===== config.mk =====
export PLATFORM = sky130hd
export DESIGN_NAME = fp32_mac_seq_acc
export DESIGN_NICKNAME = d
export VERILOG_FILES = /design/src/rtl/fp32_mac_pkg.sv /design/src/rtl/fp32_mul_add_comb.sv /design/src/rtl/fp32_mac_seq_acc.sv
export SDC_FILE = /design/constraint.sdc
export NUM_CORES = 2
export LEC_CHECK = 0
export CAP_MARGIN = 20
export CORE_ASPECT_RATIO = 1.25
export CORE_UTILIZATION = 55
export DETAILED_ROUTE_END_ITERATION = 10
export GPL_TIMING_DRIVEN = 0
export PLACE_DENSITY = 0.79
export SLEW_MARGIN = 10
export SYNTH_ARGS = -nofsm -noshare
export SYNTH_HDL_FRONTEND = slang
export SYNTH_SLANG_ARGS = --single-unit

===== constraint.sdc =====
create_clock -name CLK_I -period 79 [get_ports CLK_I]
set_input_delay 7.9 -clock CLK_I [delete_from_list [all_inputs] [get_ports CLK_I]]
set_output_delay 7.9 -clock CLK_I [all_outputs]
set_load 0.01 [all_outputs]

===== src/rtl/fp32_mac_pkg.sv =====
// Shared types and FP32 constants for the sequential FP32 multiply-accumulate block.
package fp32_mac_pkg;

    typedef enum logic [1:0] {IDLE, SETTLE, OUT} mac_state_t;

    localparam int          FP32_W    = 32;
    localparam logic [31:0] FP32_ZERO = 32'h0000_0000;
    localparam logic [31:0] FP32_ONE  = 32'h3F80_0000;
    localparam logic [31:0] FP32_QNAN = 32'h7FC0_0000;

endpackage


===== src/rtl/fp32_mul_add_comb.sv =====
// Purely combinational FP32 y = a*b + c: multiply and add each round to nearest-even.
// Subnormal inputs and results flush to zero.
module fp32_mul_add_comb
    import fp32_mac_pkg::*;
(
    input  logic [FP32_W-1:0] a,
    input  logic [FP32_W-1:0] b,
    input  logic [FP32_W-1:0] c,
    output logic [FP32_W-1:0] y
);

    function automatic logic [31:0] fp_mul(input logic [31:0] x, input logic [31:0] z);
        logic               s;
        logic [7:0]         ex, ez;
        logic [47:0]        p;
        logic [23:0]        mm;
        logic [24:0]        m;
        logic               g, st;
        logic signed [9:0]  e;
        logic [31:0]        r;
        s  = x[31] ^ z[31];
        ex = x[30:23];
        ez = z[30:23];
        p  = {24'd0, 1'b1, x[22:0]} * {24'd0, 1'b1, z[22:0]};
        e  = $signed({2'b00, ex}) + $signed({2'b00, ez}) - 10'sd127;
        if (p[47]) begin
            mm = p[47:24]; g = p[23]; st = |p[22:0]; e = e + 10'sd1;
        end else begin
            mm = p[46:23]; g = p[22]; st = |p[21:0];
        end
        m = {1'b0, mm} + {24'd0, g & (st | mm[0])};
        if (m[24]) begin
            m = m >> 1; e = e + 10'sd1;
        end
        if ((ex == 8'hFF && x[22:0] != 23'd0) || (ez == 8'hFF && z[22:0] != 23'd0) ||
            (ex == 8'hFF && ez == 8'd0) || (ez == 8'hFF && ex == 8'd0))
            r = FP32_QNAN;
        else if (ex == 8'hFF || ez == 8'hFF || e >= 10'sd255)
            r = {s, 8'hFF, 23'd0};
        else if (ex == 8'd0 || ez == 8'd0 || e <= 10'sd0)
            r = {s, 31'd0};
        else
            r = {s, e[7:0], m[22:0]};
        return r;
    endfunction

    function automatic logic [31:0] fp_add(input logic [31:0] u, input logic [31:0] v);
        logic [31:0]        x, z, r;
        logic [7:0]         d;
        logic [26:0]        mx, mz;
        logic [27:0]        sum;
        logic [24:0]        rnd;
        logic signed [9:0]  e;
        if (u[30:0] >= v[30:0]) begin x = u; z = v; end
        else                    begin x = v; z = u; end
        d  = x[30:23] - z[30:23];
        mx = {1'b1, x[22:0], 3'b000};
        mz = {1'b1, z[22:0], 3'b000};
        // Three extra low bits (guard, round, sticky) survive the alignment shift.
        if (d > 8'd26) mz = 27'd1;
        else           mz = (mz >> d) | {26'd0, |(mz & ((27'd1 << d) - 27'd1))};
        e = $signed({2'b00, x[30:23]});
        if (x[31] == z[31]) sum = {1'b0, mx} + {1'b0, mz};
        else                sum = {1'b0, mx} - {1'b0, mz};
        if (sum[27]) begin
            sum = {1'b0, sum[27:2], sum[1] | sum[0]};
            e   = e + 10'sd1;
        end
        for (int i = 0; i < 27; i++) begin
            if (sum != 28'd0 && !sum[26]) begin
                sum = sum << 1;
                e   = e - 10'sd1;
            end
        end
        rnd = {1'b0, sum[26:3]} + {24'd0, sum[2] & (sum[1] | sum[0] | sum[3])};
        if (rnd[24]) begin
            rnd = rnd >> 1; e = e + 10'sd1;
        end
        if ((u[30:23] == 8'hFF && u[22:0] != 23'd0) || (v[30:23] == 8'hFF && v[22:0] != 23'd0) ||
            (u[30:23] == 8'hFF && v[30:23] == 8'hFF && u[31] != v[31]))
            r = FP32_QNAN;
        else if (u[30:23] == 8'hFF) r = u;
        else if (v[30:23] == 8'hFF) r = v;
        else if (v[30:23] == 8'd0)  r = (u[30:23] == 8'd0) ? {u[31] & v[31], 31'd0} : u;
        else if (u[30:23] == 8'd0)  r = v;
        else if (sum == 28'd0)      r = FP32_ZERO;
        else if (e >= 10'sd255)     r = {x[31], 8'hFF, 23'd0};
        else if (e <= 10'sd0)       r = {x[31], 31'd0};
        else                        r = {x[31], e[7:0], rnd[22:0]};
        return r;
    endfunction

    assign y = fp_add(fp_mul(a, b), c);

endmodule


===== src/rtl/fp32_mac_seq_acc.sv =====
// Sequential FP32 MAC: accumulates N_TERMS products onto a bias with valid/ready handshakes.
// Define FP32_MAC_DEBUG_EN to replace the result with a bring-up result counter.
module fp32_mac_seq_acc
    import fp32_mac_pkg::*;
#(
    parameter int N_TERMS       = 4,
    parameter int SETTLE_CYCLES = 4,
    parameter int TERM_W        = $clog2(N_TERMS + 1),
    parameter int SET_W         = $clog2(SETTLE_CYCLES + 1)
) (
    input  logic              CLK_I,
    input  logic              RSTL_I,
    input  logic              CLEAR_I,
    input  logic [FP32_W-1:0] ALPHA_I,
    input  logic [FP32_W-1:0] BRAVO_I,
    input  logic [FP32_W-1:0] ACC_INIT_I,
    input  logic              IN_VALID_I,
    output logic              IN_READY_O,
    output logic [FP32_W-1:0] DELTA_O,
    output logic              OUT_VALID_O,
    input  logic              OUT_READY_I,
    output logic [TERM_W-1:0] TERM_IDX_O,
    output logic              BUSY_O
);

    localparam logic [SET_W-1:0]  SET_LAST  = SET_W'(SETTLE_CYCLES - 1);
    localparam logic [TERM_W-1:0] TERM_LAST = TERM_W'(N_TERMS - 1);

    mac_state_t        state;
    logic [FP32_W-1:0] alpha_p0, bravo_p0, acc_op_p0;
    logic [FP32_W-1:0] acc_reg;
    logic [FP32_W-1:0] mac_res;
    logic [SET_W-1:0]  set_cnt;
`ifdef FP32_MAC_DEBUG_EN
    logic [FP32_W-1:0] res_cnt;
`endif

    fp32_mul_add_comb u_mul_add (
        .a (alpha_p0),
        .b (bravo_p0),
        .c (acc_op_p0),
        .y (mac_res)
    );

    assign BUSY_O = (state != IDLE);

    always_ff @(posedge CLK_I or negedge RSTL_I) begin
        if (!RSTL_I) begin
            state       <= IDLE;
            IN_READY_O  <= 1'b0;
            OUT_VALID_O <= 1'b0;
            DELTA_O     <= FP32_ZERO;
            TERM_IDX_O  <= '0;
            alpha_p0    <= FP32_ZERO;
            bravo_p0    <= FP32_ZERO;
            acc_op_p0   <= FP32_ZERO;
            acc_reg     <= FP32_ZERO;
            set_cnt     <= '0;
`ifdef FP32_MAC_DEBUG_EN
            res_cnt     <= '0;
`endif
        end else if (CLEAR_I) begin
            // Abort: DELTA_O and the debug counter deliberately keep their values.
            state       <= IDLE;
            IN_READY_O  <= 1'b1;
            OUT_VALID_O <= 1'b0;
            TERM_IDX_O  <= '0;
            acc_reg     <= FP32_ZERO;
            set_cnt     <= '0;
        end else begin
            case (state)
                IDLE: begin
                    if (IN_VALID_I && IN_READY_O) begin
                        alpha_p0   <= ALPHA_I;
                        bravo_p0   <= BRAVO_I;
                        acc_op_p0  <= (TERM_IDX_O == '0) ? ACC_INIT_I : acc_reg;
                        set_cnt    <= '0;
                        IN_READY_O <= 1'b0;
                        state      <= SETTLE;
                    end else begin
                        IN_READY_O <= 1'b1;
                    end
                end
                SETTLE: begin
                    set_cnt <= set_cnt + SET_W'(1);
                    if (set_cnt == SET_LAST) begin
                        acc_reg <= mac_res;
                        if (TERM_IDX_O == TERM_LAST) begin
`ifdef FP32_MAC_DEBUG_EN
                            res_cnt <= res_cnt + 32'd1;
                            DELTA_O <= res_cnt + 32'd1;
`else
                            DELTA_O <= mac_res;
`endif
                            TERM_IDX_O  <= '0;
                            OUT_VALID_O <= 1'b1;
                            state       <= OUT;
                        end else begin
                            TERM_IDX_O <= TERM_IDX_O + TERM_W'(1);
                            IN_READY_O <= 1'b1;
                            state      <= IDLE;
                        end
                    end
                end
                OUT: begin
                    if (OUT_READY_I) begin
                        OUT_VALID_O <= 1'b0;
                        IN_READY_O  <= 1'b1;
                        state       <= IDLE;
                    end
                end
                default: state <= IDLE;
            endcase
        end
    end

endmodule


==> metrics <==
FMAX=20.5 MHz; register area=0.00425 mm^2; P&R area growth vs syn=6.95%; Clock Path Buffers=2; crit path max-delay cell type=a2111oi_2; H-tree levels=4; first-pass GRT wire length=369 mm; CP startpoint kind=flip-flop; fin nets=8535; Die H=357 um; Final Setup Violations=0; vias per cell=~6.8; vias in the first global route=59900; Tot GR Track Use=a little under half; WL final=246 mm; crit path DAT=a little under 50000 ps; post-synth top area cell=fa_1; minimum clock period=between 40000 and 50000 ps; number of buffers added for setup after CTS=0; Top FF cell, synth=dfrtp_1; CTS tree=done; largest net degree at the start of global routing=101; die area=0.102 mm^2; latest clock arrival within the worst-skew pair=580 ps; Placed Area=0.0585 mm^2; worst min path class=flip-flop to flip-flop; via count=roughly 60000; Remaining DRCs=0; area occupied by multi-input gates=0.0466 mm^2; post-synthesis cell area=approximately 0.055 mm^2; CTS resizes=0; Cell Count, Final, Fillers Out=~9000; Worst-path clk slew=100 ps; WP data required=79450 ps; # fillers=9363; Die Wd=between 200 and 300 um; max-slew violations=0; worst-path fanout max=10; cts bufs inserted=17; Fin. Hold Viols=0; Worst Tran Pin Value=around 1200 ps; critical path type=flip-flop to flip-flop; buffers plus inverters on the worst setup path=29; design area=0.0592 mm^2; EDFF count, synth=0; fin crit share=between 60% and 70%; CP dominant cell by count=clkbuf_1; Post-Syn Instances=~7500; Netlist cell types=approximately 150; First-pass DRT Iterations=9; RSZ-0062 raised after global routing=no; sequential-to-total area share from yosys stat=7.69%; initial detailed-routing violation count=between 7000 and 8000; count of buffers from port buffering=around 140; initial antenna violation count=15; total grt overflow=0; GPL Wtd Cong=1.08; layout cells sized above 1=6.03%; Fin Setup TNS=0 ps; flops & latches, synth=170; Syn Area/Cell=around 7.4 um^2; nature of the critical path endpoint=flip-flop; core area=0.0993 mm^2; total of max-cap violations=0; boundary pin count=139; detailed placer's ending HPWL=198 mm; dpl ws=32770 ps; Hold Buf Count CTS=0; PnR worst setup slack=30220 ps; synth top area cells=fa_1 18%, dfrtp_1 7.7%, ha_1 6.8%; Routed WL per cell=~27 um; root buffer cell=clkbuf_16; CP max stage delay=970 ps; worst clock skew=45.5 ps; Antenna Violating Nets Remaining=0; CTS Sinks=170; Yosys top cell area share=17.5%; cell row count=129; Yosys warnings=0; Initial Util=between 50% and 60%; syn nets=8358; placed insts=roughly 9000; FFs w/ async S/R, synth=between 90% and 100%; status=finished, final reports clean; Slew headroom=18.0%; most frequent cells in the layout=927 x nand2_1, 748 x inv_1, 628 x nor2_1; Top delay family on crit path=compound AO/OA/AOI/OAI gates; most common cell after layout, fill and taps aside=nand2_1
[logic make-up (layout without fill, tap and decap cells)]
family | count (synthesis) | in the layout | share of synthesized area [%]
buffers and inverters | 1149 | 1339 | 8.25
xor gates and xnor gates | 324 | 324 | 5.26
DFF | 170 | 170 | 7.69
muxes | 307 | 307 | 6.04
other | 0 | 11 | 0
adders and majority gates | 786 | 786 | 24.3
and+or+nand+nor | 2970 | 2970 | 26.5
AOI/OAI and AO/OA | 1766 | 1766 | 22.0
[synthesized netlist by cell type (all sizes together), types with 165 or more instances]
master,instances
a21oi,415
and2,319
clkbuf,284
dfrtp,170
fa,484
ha,301
inv,753
mux2i,165
nand2,929
nand3,214
nor2,631
nor3,234
o21ai,392
xnor2,202
[layer usage]
| metal | part of all wire, % | routed length, um | vias to the layer above | track usage [%] |
|---|---|---|---|---|
| met5 | 0.065 | 159 | - | 0 |
| met4 | 9.4 | 23300 | 16 | 37.4 |
| met3 | 11 | 26800 | 1353 | 13.0 |
| met2 | 44 | 109000 | 4258 | 75.7 |
| met1 | 35 | 86800 | 29000 | 54.4 |
| li1 | - | - | 26600 | - |
[layout make-up]
class	instances	area share [%]
buffer	392	2.91
tap	1310	2.77
clock inverter	14	0.285
clock buffer	18	0.725
sequential	170	7.19
antenna	11	0.0465
multi-input combinational	6153	78.7
inverter	757	4.80
timing repair buffer	158	2.58
[final timing paths]
path,to,slack (ps),from,cells past startpoint
max,acc_reg[4]$_DFFE_PN0P_,30220,bravo_p0[11]$_DFFE_PN0P_,156
min in group asynchronous,DELTA_O[24]$_DFFE_PN0P_,7310,RSTL_I,1
min reg2reg,acc_reg[3]$_DFFE_PN0P_,500,acc_reg[3]$_DFFE_PN0P_,1
max in group asynchronous,acc_reg[9]$_DFFE_PN0P_,70710,RSTL_I,2
max reg2reg,acc_reg[4]$_DFFE_PN0P_,30220,bravo_p0[11]$_DFFE_PN0P_,156
min,acc_reg[3]$_DFFE_PN0P_,500,acc_reg[3]$_DFFE_PN0P_,1
[metrics by stage]
stage,utilization (%),hold slack (ps)
2_1_floorplan,-,448
3_3_place_gp,58.8,471
3_5_place_dp,58.9,481
4_1_cts,59.5,498
5_1_grt,59.6,524
6_report,59.6,502
Power is left out: the tool's default activity adds up to more than one toggle a clock period on the data nets, which glitch-free logic cannot reach.
